`config.mk`:
```
export PLATFORM = sky130hd
export DESIGN_NAME = pixel_write_arbiter
export DESIGN_NICKNAME = d
export VERILOG_FILES = /design/src/rtl/pixel_write_arbiter.sv
export SDC_FILE = /design/constraint.sdc
export NUM_CORES = 1
export LEC_CHECK = 0
export BUFFER_PORTS_ARGS = -buffer_cell sky130_fd_sc_hd__buf_2
export CORE_MARGIN = 4
export CORE_UTILIZATION = 30
export DETAILED_ROUTE_END_ITERATION = 12
export GPL_TIMING_DRIVEN = 0
export SYNTH_ARGS = -nofsm -noshare
export SYNTH_HDL_FRONTEND = slang
export SYNTH_SLANG_ARGS = --single-unit
```
`constraint.sdc`:
```
create_clock -name clk -period 3 [get_ports clk]
set_input_delay 0.15 -clock clk [delete_from_list [all_inputs] [get_ports clk]]
set_output_delay 0.15 -clock clk [all_outputs]
set_load 0.03 [all_outputs]
```
`src/rtl/pixel_write_arbiter.sv`:
```
// Single-port pixel write arbiter for the VGA adapter: round-robin over three
// requesters plus a full-screen clear sweep that owns the port while running.

module pixel_write_arbiter_lane #(
  parameter int WIDTH  = 160,
  parameter int HEIGHT = 120
) (
  input  logic [7:0] x,
  input  logic [6:0] y,
  output logic       oob
);
  localparam logic [8:0] X_LIM = 9'(WIDTH);
  localparam logic [7:0] Y_LIM = 8'(HEIGHT);

  assign oob = ({1'b0, x} >= X_LIM) | ({1'b0, y} >= Y_LIM);
endmodule

module pixel_write_arbiter #(
  parameter int         WIDTH        = 160,
  parameter int         HEIGHT       = 120,
  parameter logic [2:0] CLEAR_COLOUR = 3'b000
) (
  input  logic        clk,
  input  logic        reset_n,
  input  logic        clear_req,
  output logic        clear_busy,
  input  logic [2:0]  req_valid,
  input  logic [23:0] req_x,
  input  logic [20:0] req_y,
  input  logic [8:0]  req_colour,
  output logic [2:0]  req_ready,
  output logic [7:0]  vga_x,
  output logic [6:0]  vga_y,
  output logic [2:0]  vga_colour,
  output logic        vga_plot,
  output logic        oob_err
);
  localparam int         NUM_REQ = 3;
  localparam logic [7:0] X_LAST  = 8'(WIDTH - 1);
  localparam logic [6:0] Y_LAST  = 7'(HEIGHT - 1);

  typedef enum logic {IDLE, CLEAR} state_t;
  state_t state, state_nxt;

  logic [NUM_REQ-1:0][7:0] lane_x;
  logic [NUM_REQ-1:0][6:0] lane_y;
  logic [NUM_REQ-1:0][2:0] lane_c;
  logic [NUM_REQ-1:0]      lane_oob;

  assign lane_x = req_x;
  assign lane_y = req_y;
  assign lane_c = req_colour;

  for (genvar i = 0; i < NUM_REQ; i++) begin : g_lane
    pixel_write_arbiter_lane #(.WIDTH(WIDTH), .HEIGHT(HEIGHT)) u_lane (
      .x   (lane_x[i]),
      .y   (lane_y[i]),
      .oob (lane_oob[i])
    );
  end

  logic [1:0] rr_ptr;
  logic [1:0] gidx;
  logic [2:0] grant;
  logic       found;
  int         idx;
  logic [7:0] sweep_x;
  logic [6:0] sweep_y;
  logic       sweep_last;

  assign sweep_last = (sweep_x == X_LAST) && (sweep_y == Y_LAST);
  assign clear_busy = (state == CLEAR);
  assign req_ready  = grant;

  // Search starts one past the last winner; clear requests and reset mask all grants.
  always_comb begin
    grant = '0;
    gidx  = 2'd0;
    found = 1'b0;
    idx   = 0;
    if (reset_n && state == IDLE && !clear_req) begin
      for (int k = 1; k <= NUM_REQ; k++) begin
        idx = (int'(rr_ptr) + k) % NUM_REQ;
        if (!found && req_valid[idx]) begin
          found      = 1'b1;
          grant[idx] = 1'b1;
          gidx       = 2'(idx);
        end
      end
    end
  end

  always_comb begin
    state_nxt = state;
    case (state)
      IDLE:    if (clear_req) state_nxt = CLEAR;
      CLEAR:   if (sweep_last) state_nxt = IDLE;
      default: state_nxt = IDLE;
    endcase
  end

  always_ff @(posedge clk or negedge reset_n) begin
    if (!reset_n) state <= IDLE;
    else          state <= state_nxt;
  end

  always_ff @(posedge clk or negedge reset_n) begin
    if (!reset_n) begin
      vga_x      <= '0;
      vga_y      <= '0;
      vga_colour <= '0;
      vga_plot   <= 1'b0;
      oob_err    <= 1'b0;
      rr_ptr     <= 2'd2;
      sweep_x    <= '0;
      sweep_y    <= '0;
    end else if (state == IDLE && clear_req) begin
      // Pixel (0,0) goes out on the request edge, so the sweep resumes at (1,0).
      vga_x      <= '0;
      vga_y      <= '0;
      vga_colour <= CLEAR_COLOUR;
      vga_plot   <= 1'b1;
      sweep_x    <= 8'd1;
      sweep_y    <= '0;
    end else if (state == CLEAR) begin
      vga_x      <= sweep_x;
      vga_y      <= sweep_y;
      vga_colour <= CLEAR_COLOUR;
      vga_plot   <= 1'b1;
      if (sweep_x == X_LAST) begin
        sweep_x <= '0;
        sweep_y <= (sweep_y == Y_LAST) ? '0 : sweep_y + 7'd1;
      end else begin
        sweep_x <= sweep_x + 8'd1;
      end
    end else if (found) begin
      vga_x      <= lane_x[gidx];
      vga_y      <= lane_y[gidx];
      vga_colour <= lane_c[gidx];
      vga_plot   <= !lane_oob[gidx];
      rr_ptr     <= gidx;
      if (lane_oob[gidx]) oob_err <= 1'b1;
    end else begin
      vga_plot <= 1'b0;
    end
  end
endmodule

```
==> results.toml <==
[outcome]
run_status = "finished, violations left"
violations_in_the_final_reports = "negative hold slack"

[final_layout]
layout.cells.most_common_list = "sky130_fd_sc_hd__buf_2 (84), sky130_fd_sc_hd__dfrtp_1 (37), sky130_fd_sc_hd__o21ai_0 (35)"
antennaDiodeCount = 0
fin_nets = 401
final_layout_size_suffix_gt1_share_pct = 33.0
final_cell_area_um2 = 3090
flow.area_growth_from_synthesis_pct = 28.6
final_common_cell = "sky130_fd_sc_hd__buf_2"
n_fill_cell = 831

[clock_network]
cts_inserted_buffers = 5
cts_root_buffer = "sky130_fd_sc_hd__clkbuf_8"
clock_tree_from_tritoncts = "built"
post_cts_setup_buffers = 0
cts.clk_slew.worst_paths_ns = 0.09
clock_sinks = 38
hold_buffer_count_at_cts = 0
cts-root-to-sink-buffers = 2
cts_htree_levels = 2
ctsResizeCount = 0
insertion_delay_ns = 0.29

[detailed_routing]
antenna_left = 0
route.detailed.drc = 0
drt-wirelength-per-cell_um = 16.4
routed-via-count = 2305
drt_first_pass_iters = 5
routed_wirelength_um = 7180
first_iter_violations = 154
via_per_inst = 5.26

[critical_path]
worst-path-max-fanout = 10
setup_crit_end_kind = "output pin"
worst_ep_required_time_ns = 2.85
path_class = "flop to output pin"
timing.critical_path.arrival_ns = 2.67
timing.reg2reg.setup_slack_ns = 0.31
setup.worst_path.start_class = "flop"

[timing]
clock_skew_ns = 0.00934
rsz0062_at_grt = "false"
worstMarginPinSlew_ns = 0.919
timing_hold_violations_final = 9
final.hold.worst_slack_ns = -0.0212
report.final.slew_viol_count = 0
slew_hr_pct = 38.7
clock.fmax_mhz = 355
share_of_the_cycle_needed_by_the_critical_path_after_routing_pct = 93.8
finish_stage_setup_viols = 0
timing.setup.tns_ns = 0
period_needed_ns = 2.82

[placed_design]
place.gp.congestion = 0.883
portBuffers = 83
dpl-instance-area_um2 = 2940
hpwlAfterDp_um = 5680

[synthesis]
yosys.cell_types.count = 53
mappedNetlistNets = 311
sequential_fraction_of_the_synthesis_area_pct = 39.7
synthesis.area_um2 = 2400
syn_area_per_cell_um2 = 9.80
synth_enable_flop_cells = 0
ys_ff_latch = 38
post_synth_inst_count = 245
most_instantiated_flip_flop_cell_in_the_synthesis_netlist = "sky130_fd_sc_hd__dfrtp_1"
ys.warnings.count = 0
synthArstFlopShare_pct = 100

[global_route]
global_route.usage.total_pct = 14.9
grt_max_degree = 42
globalRouteOverflowTotal = 0
first_pass_grt_wire_length_um = 11600
grt_antenna_before_repair = 0
grt_pass1_vias = 2314

[power]
power_mw = 2.28
power_leakage_nw = 1.33
ir_drop_mv = 0.233
power.density_nw_per_um2 = 737

[job]
max-cap-violations = 0

[floorplanning]
floorplan.die_area_um2 = 9500
rows = 32
dieHeight_um = 97.5
core_region_area_um2 = 7770
io-pin-count = 84
initial_utilization_pct = 30.9
die_width_um = 97.5

[hold_path]
hold_class = "input pin to async pin"
## area by class of cell
cell class                 count  area, µm²  area share (%)
timing repair buffer          83        415            13.5
clock buffer                   6       82.6            2.68
buffer                        12       85.1            2.76
sequential                    38        952            30.8
multi-input combinational    188       1340            43.3
inverter                       7       26.3           0.851
tap                          102        128            4.13
clock inverter                 2       60.1            1.95
## worst paths after layout
| check | cells past startpoint | startpoint | to |
|---|---|---|---|
| max in group asynchronous | 1 | reset_n | vga_y[6] |
| hold reg to reg | 1 | oob_err | oob_err |
| hold / removal | 1 | reset_n | sweep_y[0] |
| setup reg to reg | 8 | rr_ptr[0] | vga_y[4] |
| setup / recovery | 9 | rr_ptr[0] | req_ready[1] |
| min in group clk | 3 | req_colour[6] | vga_colour[0] |
## through the flow
stage,instances,worst slack [ns],utilization (%)
2_1_floorplan,245,0.649,-
3_3_place_gp,430,0.211,37.9
3_5_place_dp,430,0.225,37.9
4_1_cts,438,0.152,39.7
5_1_grt,438,0.00112,39.7
6_report,438,0.185,39.7
## cells in the mapped netlist (2+ instances only)
master	n	area [µm²]
sky130_fd_sc_hd__a21oi_1	6	30.0
sky130_fd_sc_hd__o21ai_0	35	175
sky130_fd_sc_hd__clkbuf_1	4	15.0
sky130_fd_sc_hd__nand3_1	7	35.0
sky130_fd_sc_hd__xor2_1	2	17.5
sky130_fd_sc_hd__inv_1	7	26.3
sky130_fd_sc_hd__o21ai_1	8	40.0
sky130_fd_sc_hd__a222oi_1	14	140
sky130_fd_sc_hd__nor2b_1	2	12.5
sky130_fd_sc_hd__a22o_1	3	26.3
sky130_fd_sc_hd__xnor2_1	2	17.5
sky130_fd_sc_hd__nor2_1	14	52.6
sky130_fd_sc_hd__ha_1	6	75.1
sky130_fd_sc_hd__nand2_1	20	75.1
sky130_fd_sc_hd__and3_1	3	18.8
sky130_fd_sc_hd__dfrtp_1	37	926
sky130_fd_sc_hd__a21o_1	3	22.5
sky130_fd_sc_hd__o31ai_4	2	42.5
sky130_fd_sc_hd__o211ai_1	2	15.0
sky130_fd_sc_hd__a22oi_1	3	22.5
sky130_fd_sc_hd__nand4_1	6	37.5
sky130_fd_sc_hd__buf_6	5	56.3
sky130_fd_sc_hd__a31oi_1	5	31.3
sky130_fd_sc_hd__nor3_1	2	10.0
sky130_fd_sc_hd__mux2i_1	19	190
## registers in the layout (all words and copies together), names as in the netlist
signal and flops:
sweep_y 7, vga_plot 1, clear_busy 1, oob_err 1, sweep_x 8, vga_y 7
rr_ptr 2, vga_x 8, vga_colour 3
## routing by layer
layer / vias up / share of wire (%) / global-route usage [%]
li1: 1125 / - / -
met5: - / 0 / 0
met2: 56 / 51 / 25.9
met4: 0 / 2.1 / 4.79
met1: 1114 / 43 / 18.6
met3: 10 / 4.1 / 2.87
## power by group
group / switching, mW / internal [mW] / total [mW]
clock network: 0.197 / 0.355 / 0.552
logic: 0.491 / 0.329 / 0.820
registers: 0.190 / 0.714 / 0.903
total: 0.878 / 1.40 / 2.28
## critical path: stages (launching register included)
cell and delay [ns]:
sky130_fd_sc_hd__dfrtp_1 0.41, sky130_fd_sc_hd__inv_1 0.08, sky130_fd_sc_hd__ha_1 0.29, sky130_fd_sc_hd__buf_6 0.13
sky130_fd_sc_hd__mux2i_2 0.28, sky130_fd_sc_hd__o22ai_2 0.19, sky130_fd_sc_hd__o31ai_2 0.31, sky130_fd_sc_hd__and2_4 0.20
sky130_fd_sc_hd__buf_2 0.24, sky130_fd_sc_hd__buf_2 0.24
## logic make-up after synthesis
kind of cell | Yosys count | share of synthesized area (%)
DFF | 38 | 39.7
buffers and inverters | 19 | 4.64
xor gates and xnor gates | 4 | 1.46
adders and majority gates | 6 | 3.13
muxes | 21 | 8.96
and+or+nand+nor | 65 | 14.8
AOI/OAI and AO/OA | 92 | 27.4
(Power assumes the default switching activity.)
